`config.mk`:
```
export PLATFORM = sky130hd
export DESIGN_NAME = divider64x32
export DESIGN_NICKNAME = d
export VERILOG_FILES = /design/src/rtl/divider_pkg.sv /design/src/rtl/div_step.sv /design/src/rtl/divider64x32.sv
export SDC_FILE = /design/constraint.sdc
export NUM_CORES = 1
export LEC_CHECK = 0
export ABC_AREA = 1
export CAP_MARGIN = 5
export CORE_AREA = 2 2 200 202
export DETAILED_ROUTE_END_ITERATION = 8
export DIE_AREA = 0 0 202 204
export PLACE_DENSITY = 0.47
export SLEW_MARGIN = 0
export SYNTH_ARGS = -nofsm -noshare
export SYNTH_HDL_FRONTEND = slang
export SYNTH_SLANG_ARGS = --single-unit
```
`constraint.sdc`:
```
create_clock -name clk -period 15.39 [get_ports clk]
set_input_delay 4.617 -clock clk [delete_from_list [all_inputs] [get_ports clk]]
set_output_delay 4.617 -clock clk [all_outputs]
set_load 0.02 [all_outputs]
```
`src/rtl/divider_pkg.sv`:
```
// Shared definitions for the sequential 2*DW / DW restoring divider.
package divider_pkg;

  // Default divisor / quotient / remainder width; the dividend is twice this.
  localparam int DIV_DW = 32;

  // Widest DW the error-path constant below can serve.
  localparam int MAX_DW = 64;

  // Quotient reported on both error paths (divide-by-zero and overflow),
  // sliced down to DW bits by the user.
  localparam logic [MAX_DW-1:0] QUO_ALL_ONES = '1;

  // Controller states.
  typedef enum logic [1:0] {
    ST_IDLE = 2'd0,
    ST_CALC = 2'd1,
    ST_DONE = 2'd2
  } state_t;

endpackage

```
`src/rtl/div_step.sv`:
```
// One radix-2 restoring division step, purely combinational.
// Shifts the partial remainder left by one (pulling in the next dividend
// bit), subtracts the divisor when it fits and reports the quotient bit.
module div_step
  import divider_pkg::*;
#(
  parameter int DW = DIV_DW
) (
  input  logic [DW-1:0] i_r,
  input  logic          i_q_msb,
  input  logic [DW-1:0] i_divisor,
  output logic [DW-1:0] o_r,
  output logic          o_q_bit
);

  logic [DW-1:0] w_shifted;
  logic [DW-1:0] w_diff;

  // The shifted remainder is DW+1 bits wide. Its top bit is i_r[DW-1]; when
  // that bit is set the value already exceeds any DW-bit divisor, so the
  // subtraction always succeeds and the result fits back into DW bits.
  assign w_shifted = {i_r[DW-2:0], i_q_msb};
  assign o_q_bit   = i_r[DW-1] | (w_shifted >= i_divisor);
  assign w_diff    = w_shifted - i_divisor;
  assign o_r       = o_q_bit ? w_diff : w_shifted;

endmodule

```
`src/rtl/divider64x32.sv`:
```
// Sequential unsigned divider: 2*DW-bit dividend / DW-bit divisor, one
// quotient bit per clock. Single-cycle start / valid_out handshake shared
// with the Vedic multiplier so products can be fed straight back.
module divider64x32
  import divider_pkg::*;
#(
  parameter int DW = DIV_DW
) (
  input  logic            clk,
  input  logic            reset,
  input  logic [2*DW-1:0] dividend,
  input  logic [DW-1:0]   divisor,
  input  logic            start,
  output logic [DW-1:0]   quotient,
  output logic [DW-1:0]   remainder,
  output logic            valid_out,
  output logic            busy,
  output logic            div_by_zero,
  output logic            overflow
);

  localparam int              CW        = $clog2(DW);
  localparam logic [CW-1:0]   LAST_STEP = CW'(DW - 1);

  state_t        r_state;
  logic [CW-1:0] r_count;
  logic [DW-1:0] r_rem;       // partial remainder R
  logic [DW-1:0] r_quo;       // dividend low half shifting out, quotient shifting in
  logic [DW-1:0] r_divisor;
  logic          r_dbz_pend;  // DONE reports divide-by-zero (else overflow)

  logic [DW-1:0] w_div_hi;
  logic [DW-1:0] w_div_lo;
  logic [DW-1:0] w_rem_next;
  logic          w_q_bit;
  logic [DW-1:0] w_quo_next;

  assign w_div_hi   = dividend[2*DW-1:DW];
  assign w_div_lo   = dividend[DW-1:0];
  assign w_quo_next = {r_quo[DW-2:0], w_q_bit};

  div_step #(.DW(DW)) u_step (
    .i_r      (r_rem),
    .i_q_msb  (r_quo[DW-1]),
    .i_divisor(r_divisor),
    .o_r      (w_rem_next),
    .o_q_bit  (w_q_bit)
  );

  // Controller, iteration datapath and registered result outputs.
  always_ff @(posedge clk or posedge reset) begin
    if (reset) begin
      // NOTE: the small operand/work registers are reset as well, so an
      // aborted operation leaves no stale state behind and no X reaches sim.
      r_state     <= ST_IDLE;
      r_count     <= '0;
      r_rem       <= '0;
      r_quo       <= '0;
      r_divisor   <= '0;
      r_dbz_pend  <= 1'b0;
      quotient    <= '0;
      remainder   <= '0;
      valid_out   <= 1'b0;
      busy        <= 1'b0;
      div_by_zero <= 1'b0;
      overflow    <= 1'b0;
    end else begin
      // NOTE: non-blocking assignments throughout, so every branch below
      // reads the pre-edge register values regardless of statement order.
      valid_out <= 1'b0;
      case (r_state)
        ST_IDLE: begin
          if (start) begin
            r_rem     <= w_div_hi;
            r_quo     <= w_div_lo;
            r_divisor <= divisor;
            r_count   <= '0;
            busy      <= 1'b1;
            if (divisor == '0) begin
              r_dbz_pend <= 1'b1;
              r_state    <= ST_DONE;
            end else if (w_div_hi >= divisor) begin
              r_dbz_pend <= 1'b0;
              r_state    <= ST_DONE;
            end else begin
              r_dbz_pend <= 1'b0;
              r_state    <= ST_CALC;
            end
          end else begin
            busy <= 1'b0;
          end
        end

        ST_CALC: begin
          r_rem   <= w_rem_next;
          r_quo   <= w_quo_next;
          r_count <= r_count + CW'(1);
          if (r_count == LAST_STEP) begin
            quotient    <= w_quo_next;
            remainder   <= w_rem_next;
            valid_out   <= 1'b1;
            div_by_zero <= 1'b0;
            overflow    <= 1'b0;
            busy        <= 1'b0;
            r_state     <= ST_IDLE;
          end
        end

        ST_DONE: begin
          // r_quo still holds the dividend's low half on this path.
          quotient    <= QUO_ALL_ONES[DW-1:0];
          remainder   <= r_dbz_pend ? r_quo : '0;
          div_by_zero <= r_dbz_pend;
          overflow    <= ~r_dbz_pend;
          valid_out   <= 1'b1;
          // busy stays up through the error-path valid_out cycle.
          busy        <= 1'b1;
          r_state     <= ST_IDLE;
        end

        default: begin
          busy    <= 1'b0;
          r_state <= ST_IDLE;
        end
      endcase
    end
  end

endmodule

```
# Word level (Yosys, flattened, before mapping)
# Cells that the tools add are included.
# W data, S select, Z words.
dict set report word_totals {
  word_cells 56
  latch_bits 0
  regBits 172
  ramBits 0
  romBits 0
  n_memories 0
  input_bits 99
  output_inout_bits 68
}
dict set report classes {
  n_shift 0
  eq_ne 5
  bitwise 2
  div_mod_pow 0
  order_cmp 2
  muxes 25
  n_addsub 2
  reduce_logical 8
  mul 0
}
# op count
set ops {}
lappend ops {{$pmux W32 S2} 4}
lappend ops {{$mux W32} 6}
lappend ops {{$ge A32 B32 Y1} 2}
lappend ops {{$logic_not A32 Y1} 1}
lappend ops {{$sub A32 B32 Y32} 1}
lappend ops {{$pmux W5 S2} 1}
lappend ops {{$mux W2} 4}
lappend ops {{$reduce_and A2 Y1} 4}
lappend ops {{$pmux W1 S2} 3}
lappend ops {{$add A5 B1 Y5 const B} 1}
lappend ops {{$eq A5 B5 Y1 const B} 1}
lappend ops {{$mux W5} 1}
lappend ops {{$mux W1} 4}
lappend ops {{$ne A2 B2 Y1 const B} 2}
lappend ops {{$pmux W2 S2} 1}
lappend ops {{$reduce_bool A2 Y1} 2}
lappend ops {{$pmux W1 S3} 1}
lappend ops {{$eq A2 B1 Y1 const B} 1}
lappend ops {{$eq A2 B2 Y1 const B} 1}
lappend ops {{$logic_not A2 Y1} 1}
lappend ops {{$not A1 Y1} 1}
lappend ops {{$or A1 B1 Y1} 1}

# Longest topological paths before layout
# Gate-level depths: netlist (run 1).
dict set report logic_depth {
  depth_word 5
  ltp_mapped 19
  mapped_depth_nobuf 18
}

# Hierarchy
# A second synthesis (run 1) with hierarchy kept.
dict set report hier_totals {
  cells_unflattened 1654
  hier_area_um2 11496.0
}
# mod area_each_um2 seq_area_each_um2 n_inst cells_per_inst
set modules_own_cells {}
lappend modules_own_cells {divider64x32 8353.0 4304.1 1 990}
lappend modules_own_cells {div_step 3143.0 0.0 1 664}

# Worst setup path after synthesis (run 1)
# No wires, ideal clock.
dict set report synth_path {
  path_kind {input-to-reg}
  startpoint {input port divisor[25]}
  endpoint {register r_state[1]}
  n_path_buf 0
  setup_time_ns 0.117
  slack_ns 9.489
  arrival_ns 5.784
  required_time_ns 15.273
  stages 11
  path_cell_list {inv_1 > ha_1 > nand2_1 > inv_1 > o21ai_0 > a21oi_1 > or2_2 > a21oi_1 > nand4_1 > nand2_1 > nand2_1}
}
dict set report synth_between {
  elab_chain_len 5
  word_cells_on_any_way 6
  classes_between {1 x order compare; 4 x mux; 1 x reduce/logical}
}
# element line
set synth_lines {}
lappend synth_lines {{from (decl)} divider64x32.sv:12} ;# input logic [DW-1:0] divisor,
lappend synth_lines {{$ge A32 B32 Y1} divider64x32.sv:82} ;# end else if (w_div_hi >= divisor) begin
lappend synth_lines {{$mux W2} divider64x32.sv:82}
lappend synth_lines {{$mux W2 (*)} divider64x32.sv:79} ;# if (divisor == '0) begin
lappend synth_lines {{$mux W2 (*)} divider64x32.sv:73} ;# if (start) begin
lappend synth_lines {{$pmux W2 S2 (*)} divider64x32.sv:71} ;# case (r_state)
lappend synth_lines {{to (signal assigned)} divider64x32.sv:81} ;# r_state <= ST_DONE;
lappend synth_lines {{to (signal assigned)} divider64x32.sv:84} ;# r_state <= ST_DONE;
lappend synth_lines {{to (signal assigned)} divider64x32.sv:87} ;# r_state <= ST_CALC;
lappend synth_lines {{to (decl)} divider64x32.sv:25} ;# state_t r_state;
# Mark *: on every way between the ends. The rest lies on a longest branch, timed or not. The select of a mux whose other input is x is not followed.
# A chain may end at the register's enable or synchronous reset.

# Final worst setup path (run 1)
dict set report layout_path {
  startpoint {input port start}
  endpoint {register r_rem[15]}
}
dict set report layout_between {
  elab_chain_len 2
}
# element line
set layout_lines {}
lappend layout_lines {{from (decl)} divider64x32.sv:13} ;# input logic start,
lappend layout_lines {{$ne A2 B2 Y1 (no line)} --}
lappend layout_lines {{$reduce_and A2 Y1 (no line)} --}
lappend layout_lines {{to (signal assigned)} divider64x32.sv:74} ;# r_rem <= w_div_hi;
lappend layout_lines {{to (signal assigned)} divider64x32.sv:95} ;# r_rem <= w_rem_next;
lappend layout_lines {{to (decl)} divider64x32.sv:27} ;# logic [DW-1:0] r_rem;
# No other way between the ends.

==> results of run 1 <==
synth_stat cells, types with 9 or more instances:
cell	n	area [um2]
inv_1	240	901
o221ai_1	28	245
xor2_1	9	78.8
clkbuf_1	45	169
nand4_1	15	93.8
nand2_1	556	2090
o21ai_1	11	55.1
o21ai_0	58	290
nand3_1	77	385
nor2_1	134	503
a21oi_1	82	410
ha_1	69	863
dfrtp_1	172	4300
o211ai_1	33	248
per-stage QoR:
| step | worst slack [ns] | std cells | utilization | total power, mW |
|---|---|---|---|---|
| after detailed placement | 8.11 | 2253 | 0.341 | 3.31 |
| after CTS | 8.62 | 2285 | 0.357 | 3.80 |
| after global placement | 8.15 | 2253 | 0.341 | 3.30 |
| after floorplan | 6.11 | 1610 | - | 2.43 |
| final | 8.68 | 2285 | 0.357 | 3.77 |
| after global routing | 8.41 | 2285 | 0.357 | 4.13 |
routing by layer:
layer / up-vias / track usage
li1: 5369 / -
met1: 5062 / 0.270
met2: 255 / 0.326
met3: 30 / 0.0434
met4: 0 / 0.0580
met5: - / 0
cell usage in the layout (no fill, tap or decap), types with 6 or more instances in the layout:
master           Yosys  layout
nor2_1             134     133
o221ai_1            28      28
clkdlybuf4s50_1      0     166
o21ai_0             58      58
nand3_1             77      77
a21oi_1             82      82
o21ai_1             11       9
clkbuf_16            0      17
inv_2                5       7
buf_4                0      11
nand2_2              7       8
nand2_1            556     555
nand3b_1             6       6
nor3_1               7       7
o211ai_1            33      33
nand4_1             15      15
xor2_1               9       9
inv_1              240     237
ha_1                69      68
dfrtp_1            172     172
worst paths after layout:
path / start / to
max in group asynchronous: reset / r_quo[15]$_DFFE_PP0P_
min in group asynchronous: reset / r_divisor[23]$_DFFE_PP0P_
hold reg to reg: r_count[4]$_DFFE_PP0P_ / r_count[4]$_DFFE_PP0P_
setup / recovery: start / r_rem[15]$_DFFE_PP0P_
hold / removal: r_count[4]$_DFFE_PP0P_ / r_count[4]$_DFFE_PP0P_
setup reg to reg: r_state[1]$_DFFE_PP0P_ / quotient[6]$_DFFE_PP0P_
where the power goes:
| part | internal (mW) | total, mW | switching [mW] |
|---|---|---|---|
| Combinational | 0.811 | 2.46 | 1.65 |
| Clock | 0.249 | 0.473 | 0.224 |
| Sequential | 0.677 | 0.836 | 0.159 |
layout make-up:
type | count | area, um2
inverters | 246 | 928
well taps | 525 | 657
repair buffers | 177 | 1740
clock buffers | 17 | 425
clock inverters | 15 | 205
flip-flops and latches | 172 | 4300
fillers | 4196 | 25200
multi-input cells | 1133 | 5740
registers in the layout, summed over array words and instances (netlist names):
name	cells
valid_out	1
r_state	2
r_divisor	32
overflow	1
remainder	32
busy	1
r_dbz_pend	1
r_quo	32
div_by_zero	1
r_rem	32
quotient	32
r_count	5
worst max-delay path: stages:
cell             delay, ns
clkdlybuf4s50_1       0.44
nand2_2               0.08
buf_4                 0.56
o21ai_4               0.12
inv_2                 0.87
nor2_1                0.15
nand2_1               0.12
nand2_1               0.06
cell families (layout without fill, tap and decap cells):
group                      Yosys count  in the layout  synth area share
AOI/OAI and AO/OA                  231            231             0.124
xor gates and xnor gates            14             14            0.0109
adders and majority gates           70             70            0.0789
buffers and inverters              305            455             0.105
DFF                                172            172             0.384
and+or+nand+nor                    818            818             0.297
==> results.ini, run 1 <==
[clock_tree]
cts_buffers=17
cts_root_buf=clkbuf_16
cts_resized=0
clk_path_buf_depth=2
cts_setup_buffers=0
clk_latency_ns=0.45
clk_pin_slew_ns=0.08
htreeDepth=4
tritoncts=yes
cts-hold-fix-buffers=0
clock_sinks=172

[routing]
wl_met2_mm=18.6
drc=0
avgViaCountPerCell=4.69
wl_met3_mm=2.16
drt-total-wl_mm=40.4
drt_iter0_markers=705
detail_route.wl_per_cell_um=17.7
top_layer_used=met4
met1Wirelength_mm=18.8
dr.pass1.iters=5
vias=10700
antenna_left=0

[floorplanning]
coreArea_mm2=0.0392
initial_utilization=0.286
fp.dieW_um=202
ioPinCount=167
num_rows=73
dieArea_mm2=0.0412
dieHeight_um=204

[hold_path]
holdPathStages=2
hold_path.class=register to register

[layout]
area_delta_synth_final_pct=25.0
final_nets=1916
antenna_cells=0
post_route_cells_drive_above_1_share=0.0449
final_cell_area_mm2=0.0140

[setup_path]
crit_type=primary input to register
cp_max_fo=70
r2r_cells=9
arrival_ns=7.05
crit_required_ns=15.73
worst_setup_path_end_kind=register
reg2reg_slack_ns=11.23
startpoint_type=primary input

[yosys]
synthCells=1610
yosysWarnings=0
synth.distinct_cells=42
synth_nets=1779
synthFlopType=dfrtp_1
synth-edff-count=0
synth-async-reset-ratio=1.00
ys_seq_area_frac=0.384
synth_seq_cells=172
synth_area_per_cell_um2=6.96
syn-cell-area_mm2=0.0112

[grt]
grt_pass1_wl_mm=63.7
grt-ovfl-total=0
grt_pass1_vias=10900
grt_max_degree=71
grt_use_total=0.201
antenna_found_initial=0

[power_and_ir_drop]
pwr_density_cell_mw_per_mm2=269
p_leak_nw=7.15
ir_drop_mv=0.154

[sta]
period_minus_slack_ns=6.71
drv_slew=0
fin_tns_setup_ns=0
grt_setup_unrepaired=false
slew_headroom=0.202
skew_ns=0.0118
hold_viol=0
holdWs_ns=0.486
tightest_slew_ns=1.19
finalCritPeriodShare=0.436
max_freq_mhz=149
finalSetupViolCount=0

[flow_run]
max_cap_violations=0

[placement]
place_area_mm2=0.0134
gp_congestion=0.904
hpwl_mm=30.9
port_buffers=166

[run_status]
status=finished clean

(Power assumes the default switching activity.)
==> run 2: changes to the inputs <==
==> constraint.sdc (replaced) <==
create_clock -name clk -period 6.9 [get_ports clk]
set_input_delay 2.07 -clock clk [delete_from_list [all_inputs] [get_ports clk]]
set_output_delay 2.07 -clock clk [all_outputs]
set_load 0.02 [all_outputs]
==> results.ini, run 2 (synthesized netlist as in run 1, its figures left out) <==
[sta]
grt_setup_unrepaired=false
fin_tns_setup_ns=0  ; unchanged
finalCritPeriodShare=0.597
holdWs_ns=0.491  ; +0.00497 ns
hold_viol=0  ; unchanged
drv_slew=0  ; unchanged
setup_slack_ns=2.78  ; -5.90 ns
skew_ns=0.0198  ; +0.00792 ns
period_minus_slack_ns=4.12
tightest_slew_ns=1.16  ; -0.0306 ns
finalSetupViolCount=0  ; unchanged
max_freq_mhz=243
slew_headroom=0.223  ; +0.0204

[power_and_ir_drop]
internal_power_mw=3.98  ; +130%
pwr-share-clk=0.134  ; +0.009
p_leak_nw=7.18  ; +0.47%
ir_drop_mv=0.214  ; +40%
p_sw_frac=0.529  ; -0.0101
p_switching_mw=4.47  ; +120%
comb_power_share=0.644  ; -0.009
pwr_density_cell_mw_per_mm2=602  ; +120%
seqPwrFrac=0.221  ; about the same

[placement]
hpwl_mm=30.7  ; -0.48%
gp_congestion=0.901  ; -0.29%
place_worst_setup_slack_ns=2.25  ; -5.85 ns
port_buffers=166  ; unchanged

[setup_path]
worst_setup_path_end_kind=register
crit_chain=clkdlybuf4s50_1 -> nand2_2 -> buf_4 -> o21ai_4 -> inv_2 -> nor2_1 -> nand2_1 -> nand2_1
critPathSlowestCell=inv_2
startpoint_type=primary input
cp_max_fo=70  ; unchanged
r2r-end=remainder[15]$_DFFE_PP0P_
crit_type=primary input to register
reg2reg_slack_ns=3.26  ; -7.97 ns
crit_top_cell=nand2_1
arrival_ns=4.47  ; -2.58 ns
r2r_cells=17  ; +8
max_stage_delay_ns=0.86  ; about the same
r2r-start=r_quo[31]$_DFFE_PP0P_
crit_required_ns=7.25  ; -8.48 ns

[routing]
drt-total-wl_mm=40.1  ; -0.69%
drc=0  ; unchanged
antenna_left=0  ; unchanged
vias=10800  ; +0.33%
detail_route.wl_per_cell_um=17.6  ; -0.73%
dr.pass1.iters=5  ; unchanged
avgViaCountPerCell=4.70  ; +0.28%
drt_iter0_markers=589  ; -16%

[clock_tree]
clk_pin_slew_ns=0.08  ; about the same
cts_resized=0  ; unchanged
cts_setup_buffers=0  ; unchanged
cts-hold-fix-buffers=0  ; unchanged
clk_path_buf_depth=2  ; unchanged
cts_root_buf=clkbuf_16
clock_sinks=172  ; unchanged
htreeDepth=4  ; unchanged
clk_latency_ns=0.46  ; about the same
cts_buffers=17  ; unchanged
tritoncts=yes

[grt]
antenna_found_initial=0  ; unchanged
grt-ovfl-total=0  ; unchanged
grt_pass1_vias=10800  ; -0.64%
grt_use_total=0.198  ; -0.00305
grt_pass1_wl_mm=63.1  ; -0.91%
grt_max_degree=71  ; unchanged

[layout]
post_route_cells_drive_above_1_share=0.0449  ; about the same
final_common_cell=nand2_1
layout_common_cells=nand2_1 (555), inv_1 (237), dfrtp_1 (172), clkdlybuf4s50_1 (166), nor2_1 (133)
area_delta_synth_final_pct=25.4
antenna_cells=0  ; unchanged
final_nets=1917  ; +0.052%
n_fill_cell=4170  ; -0.62%

[floorplanning]
num_rows=73  ; unchanged
dieHeight_um=204  ; unchanged
dieArea_mm2=0.0412  ; unchanged
fp.dieW_um=202  ; unchanged
ioPinCount=167  ; unchanged
coreArea_mm2=0.0392  ; unchanged
initial_utilization=0.286  ; unchanged

[hold_path]
min_to=r_count[4]$_DFFE_PP0P_
hold_path.class=register to register
holdPathStages=2  ; unchanged
hold_start=r_count[4]$_DFFE_PP0P_

[run_status]
status=finished clean

[flow_run]
max_cap_violations=0  ; unchanged

-- run 2: changes by cell type in the layout (fill, tap and decap cells not counted), sizes merged --
cell	change
inv	+1
clkinv	-5
bufinv	+3
clkinvlp	-1
clkbuf	+2
buf	+1
-- run 2: per-stage QoR --
stage          cells  instance area, um2  power (mW)  utilization
2_1_floorplan   1610               11200        5.42            -
3_3_place_gp    2254               13400        7.36        0.342
3_5_place_dp    2254               13400        7.36        0.342
4_1_cts         2286               14100        8.55        0.359
5_1_grt         2286               14100        9.27        0.359
6_report        2286               14100        8.46        0.359
-- run 2: per-layer routing --
layer / share of wire / wire length [um] / up-vias / track usage
li1: - / - / 5375 / -
met1: 0.48 / 19200 / 5142 / 0.273
met2: 0.47 / 18800 / 209 / 0.325
met3: 0.041 / 1650 / 25 / 0.0308
met4: 0.013 / 508 / 0 / 0.0502
met5: 0 / 0 / - / 0
-- run 2: worst max-delay path by stage --
stage | startpoint | end | slack, ns | cells after the start
floorplan | reset | busy$_DFFE_PP0P_ | 0.17 | 1
global placement | start | r_rem[15]$_DFFE_PP0P_ | 2.24 | 8
detailed placement | start | r_rem[27]$_DFFE_PP0P_ | 2.25 | 8
CTS | start | r_rem[27]$_DFFE_PP0P_ | 2.75 | 8
global route | start | r_rem[27]$_DFFE_PP0P_ | 2.52 | 8
finish | start | r_rem[27]$_DFFE_PP0P_ | 2.78 | 8
-- run 2: worst max-delay path, delay by kind of cell --
family | cells | cell delay (ns)
AO/OA/AOI/OAI | 1 | 0.12
AND/OR/NAND/NOR | 4 | 0.41
buffers and inverters | 3 | 1.84
-- run 2: power by group through the flow --
stage / Sequential [mW] / Combinational [mW] / Clock, mW
finish: 1.87 / 5.45 / 1.14
detailed placement: 1.89 / 5.48 / 0
global placement: 1.89 / 5.48 / 0
floorplan: 2.00 / 3.42 / 0
CTS: 1.88 / 5.51 / 1.16
global route: 1.93 / 6.15 / 1.20
-- run 2: area by class of cell --
cell class	instances	area (um2)	share of cell area
Clock buffer	19	443	0.0315
Inverter	246	928	0.0661
Timing Repair Buffer	178	1750	0.125
Sequential cell	172	4300	0.306
Multi-Input combinational cell	1133	5740	0.409
Tap cell	525	657	0.0467
Clock inverter	13	226	0.0161
==> run 3: changes to the inputs <==
==> constraint.sdc (replaced) <==
create_clock -name clk -period 3.8 [get_ports clk]
set_input_delay 1.14 -clock clk [delete_from_list [all_inputs] [get_ports clk]]
set_output_delay 1.14 -clock clk [all_outputs]
set_load 0.02 [all_outputs]
==> results.ini, run 3 (synthesized netlist as in run 1, its figures left out) <==
[routing]
drt-total-wl_mm=40.3  ; +0.27%
drc=0  ; unchanged
detail_route.wl_per_cell_um=17.5  ; -0.21%
vias=10700  ; -0.63%
avgViaCountPerCell=4.65  ; -1.1%
antenna_left=0  ; unchanged
wl_met2_mm=18.2  ; -3.1%
dr.pass1.iters=6  ; +1
wl_met3_mm=1.90  ; +15%
met1Wirelength_mm=19.2  ; about the same
top_layer_used=met5
drt_iter0_markers=614  ; +4.2%

[sta]
finalSetupViolCount=0  ; unchanged
slew_headroom=0.378  ; +0.156
skew_ns=0.0202  ; +0.000451 ns
drv_slew=0  ; unchanged
hold_viol=0  ; unchanged
fin_tns_setup_ns=0  ; unchanged
max_freq_mhz=328
period_minus_slack_ns=3.05
finalCritPeriodShare=0.802
holdWs_ns=0.487  ; -0.00471 ns
grt_setup_unrepaired=false
tightest_slew_ns=0.932  ; -0.233 ns

[floorplanning]
dieHeight_um=204  ; unchanged
coreArea_mm2=0.0392  ; unchanged
dieArea_mm2=0.0412  ; unchanged
initial_utilization=0.286  ; unchanged
ioPinCount=167  ; unchanged
fp.dieW_um=202  ; unchanged
num_rows=73  ; unchanged

[clock_tree]
cts_resized=0  ; unchanged
clk_latency_ns=0.46  ; about the same
cts_setup_buffers=0  ; unchanged
clock_sinks=172  ; unchanged
tritoncts=yes
clk_path_buf_depth=2  ; unchanged
clk_pin_slew_ns=0.07  ; about the same
htreeDepth=4  ; unchanged
cts_root_buf=clkbuf_16
cts-hold-fix-buffers=0  ; unchanged
cts_buffers=17  ; unchanged

[layout]
final_nets=1928  ; +0.57%
area_delta_synth_final_pct=26.4
post_route_cells_drive_above_1_share=0.0514  ; +0.00649
regArea_mm2=0.00430  ; unchanged
layout_common_cells=nand2_1 (555), inv_1 (237), dfrtp_1 (172), clkdlybuf4s50_1 (166), nor2_1 (133)
antenna_cells=0  ; unchanged
final_common_cell=nand2_1
n_fill_cell=4260  ; +2.2%
multiInputGateArea_mm2=0.00574  ; unchanged

[flow_run]
max_cap_violations=0  ; unchanged

[power_and_ir_drop]
pwr_density_cell_mw_per_mm2=1080  ; +80%
p_leak_nw=7.23  ; +0.68%
finalPower_mw=15.3  ; +81%
ir_drop_mv=0.480  ; +120%

[grt]
antenna_found_initial=1  ; +1
grt_pass1_vias=10900  ; +0.56%
grt_max_degree=70  ; -1.4%
grt_pass1_wl_mm=63.0  ; about the same
grt-ovfl-total=0  ; unchanged
grt_use_total=0.199  ; +0.000763

[hold_path]
hold_path.class=register to register

[placement]
gp_congestion=0.895  ; -0.65%
hpwl_mm=31.0  ; +0.90%
port_buffers=166  ; unchanged

[setup_path]
crit_type=register to register
cp_max_fo=37  ; -47%
arrival_ns=3.39  ; -1.08 ns
startpoint_type=register
worst_setup_path_end_kind=register
crit_required_ns=4.14  ; -3.11 ns

[run_status]
status=finished clean

run 3: changes by cell type in the layout (fill, tap and decap cells not counted):
| cell | change |
|---|---|
| buf_12 | +6 |
| buf_4 | +5 |
| bufinv_16 | -3 |
| clkinv_8 | +3 |
| clkinvlp_4 | +2 |
| clkbuf_1 | -1 |
| clkbuf_8 | -1 |
| inv_6 | +1 |
| inv_8 | -1 |
run 3: per-layer routing:
layer / track usage / vias up
li1: - / 5398
met1: 0.270 / 5039
met2: 0.319 / 208
met3: 0.0400 / 36
met4: 0.0593 / 2
met5: 0 / -
run 3: layout make-up:
class	count	area share
timing repair buffer	189	0.135
clock inverter	15	0.0140
sequential	172	0.304
inverter	246	0.0655
clock buffer	17	0.0300
tap	525	0.0464
multi-input combinational	1133	0.405
run 3: worst paths after layout:
path	start	to	slack, ns	cells after the start
worst min-delay path	r_divisor[13]$_DFFE_PP0P_	r_divisor[13]$_DFFE_PP0P_	0.49	2
min in group asynchronous	reset	r_rem[28]$_DFFE_PP0P_	1.18	2
worst max-delay path	r_quo[31]$_DFFE_PP0P_	r_rem[24]$_DFFE_PP0P_	0.75	18
worst max register to register	r_quo[31]$_DFFE_PP0P_	r_rem[24]$_DFFE_PP0P_	0.75	18
max in group asynchronous	reset	remainder[5]$_DFFE_PP0P_	1.96	3
worst min register to register	r_divisor[13]$_DFFE_PP0P_	r_divisor[13]$_DFFE_PP0P_	0.49	2
run 3: metrics by stage:
stage / setup WS (ns) / area (um2) / util / std cells
after floorplan: 0.463 / 11200 / - / 1610
after global placement: 0.495 / 13500 / 0.345 / 2265
after detailed placement: 0.500 / 13500 / 0.345 / 2265
after CTS: 0.728 / 14200 / 0.361 / 2297
after global routing: 0.453 / 14200 / 0.361 / 2297
final: 0.752 / 14200 / 0.361 / 2297
run 3: worst max-delay path: stages (launching register included):
cell and delay (ns):
dfrtp_1 0.38, inv_1 0.09, ha_1 0.21, fa_1 0.41
inv_1 0.13, nand3_1 0.08, nand2_1 0.15, nand2_1 0.08
nand2_2 0.10, nand2_1 0.08, nand3_2 0.07, nand2_2 0.08
nand2_2 0.08, buf_4 0.42, nand3_1 0.22, nand2_1 0.11
nand2_1 0.10, nand2_1 0.11, nand2_1 0.05
run 3: where the power goes:
group          switching, mW  leakage (nW)  internal, mW
Combinational           6.70          4.85          3.37
Sequential             0.622          2.08          2.74
Clock                  0.897         0.303          1.01
Total                   8.22          7.23          7.12
